### config.mk
export PLATFORM = sky130hd
export DESIGN_NAME = disco_prog_loader
export DESIGN_NICKNAME = d
export VERILOG_FILES = /design/src/rtl/disco_pkg.sv /design/src/rtl/disco_word_packer.sv /design/src/rtl/disco_prog_loader.sv
export SDC_FILE = /design/constraint.sdc
export NUM_CORES = 1
export LEC_CHECK = 0
export CAP_MARGIN = 40
export CORE_ASPECT_RATIO = 0.8
export CORE_MARGIN = 8
export CORE_UTILIZATION = 40
export DETAILED_ROUTE_END_ITERATION = 7
export PLACE_DENSITY_LB_ADDON = 0.15
export SETUP_SLACK_MARGIN = 0.1
export SLEW_MARGIN = 20
export SYNTH_ARGS = -nofsm -noshare
export SYNTH_HDL_FRONTEND = slang
export SYNTH_SLANG_ARGS = --single-unit
### constraint.sdc
create_clock -name clk -period 5.9 [get_ports clk]
set_input_delay 1.77 -clock clk [delete_from_list [all_inputs] [get_ports clk]]
set_output_delay 1.77 -clock clk [all_outputs]
set_load 0.01 [all_outputs]
### src/rtl/disco_pkg.sv
// Shared types and constants for the disco TRM core; this slice adds the
// boot-time program loader state type and frame constants.
package disco;

  typedef enum logic [2:0] {
    ST_LEN_LO,
    ST_LEN_HI,
    ST_DATA,
    ST_CHK,
    ST_RUN,
    ST_ERR
  } loader_state_t;

  localparam int unsigned LOADER_LEN_BYTES = 2;
  localparam int unsigned LOADER_CHK_BYTES = 1;

endpackage

### src/rtl/disco_word_packer.sv
// Assembles little-endian stream bytes into IW-bit words and flags the
// byte that completes each word.
module disco_word_packer
  import disco::*;
#(
  parameter int unsigned IW = 32
) (
  input  logic          clk,
  input  logic          rst_n,
  input  logic          clr_i,
  input  logic          shift_i,
  input  logic [7:0]    byte_i,
  output logic [IW-1:0] word_o,
  output logic          last_o
);

  localparam int unsigned BPW = IW / 8;
  localparam int unsigned BW  = (BPW > 1) ? $clog2(BPW) : 1;

  logic [IW-1:0] word_q, word_d;
  logic [BW-1:0] bcnt_q, bcnt_d;

  // word_o carries the current byte already in place, so the top module can
  // register the completed word on the same cycle the last byte is accepted.
  always_comb begin
    word_d                       = word_q;
    word_d[int'(bcnt_q)*8 +: 8]  = byte_i;
    word_o                       = word_d;
    last_o                       = (bcnt_q == BW'(BPW - 1));
    bcnt_d                       = bcnt_q;
    if (shift_i) begin
      bcnt_d = last_o ? '0 : bcnt_q + BW'(1);
    end
  end

  always_ff @(posedge clk or negedge rst_n) begin
    if (!rst_n) begin
      word_q <= '0;
      bcnt_q <= '0;
    end else if (clr_i) begin
      word_q <= '0;
      bcnt_q <= '0;
    end else if (shift_i) begin
      word_q <= word_d;
      bcnt_q <= bcnt_d;
    end
  end

endmodule

### src/rtl/disco_prog_loader.sv
// Boot loader: length-prefixed byte frame -> imem writes from address 0, core
// held in reset until the image is in. Optional XOR checksum: DISCO_LOADER_CHECKSUM_EN.
module disco_prog_loader
  import disco::*;
#(
  parameter int unsigned IW = 32,
  parameter int unsigned AW = 10
) (
  input  logic          clk,
  input  logic          rst_n,
  input  logic          in_valid,
  input  logic [7:0]    in_data,
  output logic          in_ready,
  input  logic          reload,
  output logic          imem_we,
  output logic [AW-1:0] imem_addr,
  output logic [IW-1:0] imem_wdata,
  output logic          core_rst_n,
  output logic          done,
  output logic          err
);

  localparam logic [16:0] CAP = 17'(1) << AW;
`ifdef DISCO_LOADER_CHECKSUM_EN
  localparam loader_state_t ST_END = ST_CHK;
`else
  localparam loader_state_t ST_END = ST_RUN;
`endif

  loader_state_t state_q, state_d;
  logic [15:0]   len_q, len_d;
  logic [AW:0]   wcnt_q, wcnt_d;
  logic          we_q, we_d;
  logic [AW-1:0] addr_q, addr_d;
  logic [IW-1:0] wdata_q, wdata_d;
  logic          core_rst_n_q;
`ifdef DISCO_LOADER_CHECKSUM_EN
  logic [7:0]    acc_q, acc_d;
`endif

  logic          accept;
  logic          pk_shift, pk_clr, pk_last;
  logic [IW-1:0] pk_word;
  logic [16:0]   n_len, wcnt_inc;

  disco_word_packer #(.IW(IW)) u_packer (
    .clk     (clk),
    .rst_n   (rst_n),
    .clr_i   (pk_clr),
    .shift_i (pk_shift),
    .byte_i  (in_data),
    .word_o  (pk_word),
    .last_o  (pk_last)
  );

  assign in_ready = (state_q != ST_RUN) && (state_q != ST_ERR);
  assign accept   = in_valid && in_ready;
  assign n_len    = {1'b0, in_data, len_q[7:0]};
  assign wcnt_inc = 17'(wcnt_q) + 17'd1;

  always_comb begin
    state_d  = state_q;
    len_d    = len_q;
    wcnt_d   = wcnt_q;
    we_d     = 1'b0;
    addr_d   = addr_q;
    wdata_d  = wdata_q;
    pk_shift = 1'b0;
    pk_clr   = 1'b0;
`ifdef DISCO_LOADER_CHECKSUM_EN
    acc_d    = acc_q;
`endif
    unique case (state_q)
      ST_LEN_LO: if (accept) begin
        len_d[7:0] = in_data;
        state_d    = ST_LEN_HI;
      end
      ST_LEN_HI: if (accept) begin
        len_d[15:8] = in_data;
        if (n_len > CAP)       state_d = ST_ERR;
        else if (n_len == '0)  state_d = ST_END;
        else                   state_d = ST_DATA;
      end
      ST_DATA: if (accept) begin
        pk_shift = 1'b1;
`ifdef DISCO_LOADER_CHECKSUM_EN
        acc_d    = acc_q ^ in_data;
`endif
        if (pk_last) begin
          we_d    = 1'b1;
          addr_d  = wcnt_q[AW-1:0];
          wdata_d = pk_word;
          wcnt_d  = wcnt_inc[AW:0];
          if (wcnt_inc == {1'b0, len_q}) state_d = ST_END;
        end
      end
`ifdef DISCO_LOADER_CHECKSUM_EN
      ST_CHK: if (accept) begin
        state_d = (acc_q == in_data) ? ST_RUN : ST_ERR;
      end
`endif
      ST_RUN, ST_ERR: if (reload) begin
        state_d = ST_LEN_LO;
        wcnt_d  = '0;
        pk_clr  = 1'b1;
`ifdef DISCO_LOADER_CHECKSUM_EN
        acc_d   = '0;
`endif
      end
      default: state_d = ST_LEN_LO;
    endcase
  end

  always_ff @(posedge clk or negedge rst_n) begin
    if (!rst_n) begin
      state_q      <= ST_LEN_LO;
      len_q        <= '0;
      wcnt_q       <= '0;
      we_q         <= 1'b0;
      addr_q       <= '0;
      wdata_q      <= '0;
      core_rst_n_q <= 1'b0;
`ifdef DISCO_LOADER_CHECKSUM_EN
      acc_q        <= '0;
`endif
    end else begin
      state_q      <= state_d;
      len_q        <= len_d;
      wcnt_q       <= wcnt_d;
      we_q         <= we_d;
      addr_q       <= addr_d;
      wdata_q      <= wdata_d;
      core_rst_n_q <= (state_q == ST_RUN);
`ifdef DISCO_LOADER_CHECKSUM_EN
      acc_q        <= acc_d;
`endif
    end
  end

  assign imem_we    = we_q;
  assign imem_addr  = addr_q;
  assign imem_wdata = wdata_q;
  assign core_rst_n = core_rst_n_q;
  assign done       = (state_q == ST_RUN);
  assign err        = (state_q == ST_ERR);

endmodule

==> qor.txt <==
Initial core utilization: 40.7%
Worst Path Max Fanout: 25
WP buf/inv: 3
CTS Buf Count: 9
Post-route clock period utilization: 65.9%
CTS sink count: 108
Synthesized Nets: 543
Min-delay src: imem_addr[6]
I/O pin count: 59
Final RePlAce weighted congestion: 0.822
Synth async-reset ratio: 100%
Worst Skew: 0.00678 ns
Setup TNS: 0 ns
Synth Cell Area: 5200 um2
Highest-count cells in the layout ignoring fill and taps: nor2_1, dfrtp_1, clkdlybuf4s50_1
Slew Limit Headroom: 51.1%
Slew Viols, Final: 0
Core ar.: 12800 um2
R2R cell count: 7
Drt drc: 0
Mean Syn Cell Area: 9.93 um2
Drt first pass iters: 5
Grt total ovfl: 0
Total of max-cap violations: 0
Via density: 5.60
Highest Clock Rate: 0.257 GHz
Cell Area, Placed: 5890 um2
Area growth, synth to finish: 20.4%
Hold path depth: 2
Clock period minus worst slack: 3.89 ns
Worst-path clk slew: 0.07 ns
Sequential element share of the synthesized area: 52.0%
Most used cell, CP: o21ai_0
CP peak stage delay: 0.51 ns
Post-layout instance count excluding filler cells: 742
Die H: 118 um
Post-synth EDFFs: 0
Cell count after synthesis: 524
Detailed-route via count: 4157
Critical path launch point type: primary input
VDD IR max: 0.000218 V
Cell variety after synth: 55
CP Capture Type: flip-flop
Required time of the critical path: 6.11 ns
Status: completed
Power Total: 2620 uW
Die X: 143 um
# Post-CTS Setup Buffers: 0
Synth Warn #: 0
Area of the multi-input gates: 2280 um2
Ant. Diodes: 0
First-pass GRT wire length: 21.7 mm
CP top delay family: buffers and inverters
Min-delay worst type: flip-flop to flip-flop
Storage element area: 2700 um2
CTS tree: done
Vias in the first global route: 4062
Routed Wire Length: 13.3 mm
Worst R2R Start: u_packer.bcnt_q[0]
Buffers from clock root to sink, at most: 2
Main synth FF type: dfrtp_1
NumNets Final: 582
Hold path endpoint: imem_addr[6]
Hold-fix buffers, CTS: 0
CP arrival: 4.10 ns
Commonest non-fill, non-tap cell in the layout: nor2_1
Clock latency on the worst-skew pair: 0.35 ns
RSZ-0062 raised after global routing: false
Reg2Reg Setup Slack: 3.35 ns
# setup viols final: 0
Crit-path slowest cell: clkdlybuf4s50_1
IO buf count: 58
Row count: 37
Placed cell count: 727
CTS root buffer: clkbuf_16
Worst slew pin tran: 0.731 ns
Detail Placement HPWL: 8.84 mm
Post-route ant nets: 0
Crit-path cells: clkdlybuf4s50_1 > and4bb_1 > nand2_1 > buf_4 > inv_2 > nor2_1 > o21ai_0 > o21ai_0
Power per cell area: 419 nW/um2
Wire length per cell: 17.9 um
Die area: 16900 um2
Pleak: 0.00277 uW
Register bit total from synthesis: 108
Layout cells sized above 1: 9.88%
Initial antenna violation count: 0
Crit path kind: primary input to flip-flop
Final hold slack: 0.473 ns
Pin count of the biggest net entering global routing: 52
DRT iter0 DRCs: 426
Post-cts repair resize count: 0
Fin. Hold Viols: 0
GR Util All Layers: 16.0%
Design area: 6260 um2
FF-to-FF End: u_packer.word_q[2]
Fillcell total: 1183
H-tree depth: 3
-- cell usage after synthesis (all sizes together) (4+ instances only) --
master | count | area [um2]
dfrtp | 108 | 2700
nor2 | 120 | 463
mux2 | 17 | 191
nor3 | 6 | 56.3
buf | 14 | 77.6
xnor2 | 5 | 43.8
nor4 | 5 | 46.3
o31ai | 5 | 37.5
nand3 | 7 | 35.0
and2 | 6 | 37.5
a21oi | 7 | 35.0
a221oi | 32 | 280
xor2 | 5 | 43.8
a22oi | 33 | 248
o21ai | 20 | 100
inv | 11 | 41.3
clkbuf | 22 | 95.1
mux2i | 6 | 60.1
ha | 7 | 87.6
nand2 | 54 | 203
a31oi | 4 | 25.0
nand4 | 5 | 61.3
-- worst min-delay path, delay by kind of cell, from the launching register on --
kind          cells  cell delay, ns
flops             1            0.34
simple gates      2            0.10
-- where the power goes --
| group | switching, uW | internal [uW] | leakage, uW | total [uW] |
|---|---|---|---|---|
| registers | 140 | 932 | 0.00140 | 1070 |
| clock network | 266 | 479 | 0.000182 | 745 |
| logic | 364 | 441 | 0.00119 | 805 |
| total | 770 | 1850 | 0.00277 | 2620 |
-- sequential cells by signal (all words and copies together) (netlist names) --
signal,flops
imem_wdata,32
u_packer.word_q,32
len_q,16
wcnt_q,11
imem_addr,10
state_q,3
u_packer.bcnt_q,2
core_rst_n,1
imem_we,1
-- stage by stage --
stage | util (%) | worst slack, ns
floorplan | - | 3.02
global placement | 45.9 | 1.82
detailed placement | 46.1 | 1.69
CTS | 49.0 | 2.03
global route | 49.0 | 1.85
finish | 49.0 | 2.01
-- how the worst max path moves through the flow --
stage	to	from	slack, ns	depth (start not counted)
floorplan	state_q[2]	in_data[1]	3.02	6
global placement	imem_wdata[14]	in_valid	1.82	8
detailed placement	wcnt_q[9]	in_valid	1.69	8
CTS	wcnt_q[9]	in_valid	2.03	8
global route	imem_wdata[10]	in_valid	1.85	8
finish	wcnt_q[9]	in_valid	2.01	8
-- cell families after synthesis --
family	after synthesis	synth area share, %
simple gates	219	20.6
compound gates	108	15.0
flops	108	52.0
buf+inv	49	4.26
mux	23	4.84
xor+xnor	10	1.68
fa+ha+maj	7	1.68
-- layout make-up --
class | count | area share [%]
Timing Repair Buffer | 64 | 10.3
Clock buffer | 11 | 4.04
Clock inverter | 4 | 1.92
Sequential cell | 108 | 43.1
Multi-Input combinational cell | 367 | 36.4
Inverter | 13 | 0.779
Tap cell | 175 | 3.50
-- metal layers --
metal,part of all wire (%),vias up,GRT usage (%)
li1,-,1915,-
met1,47,2068,22.8
met2,44,158,22.9
met3,7.6,16,4.86
met4,1.2,0,4.46
met5,0,-,0
No activity file was read; power rests on OpenSTA's default activity.
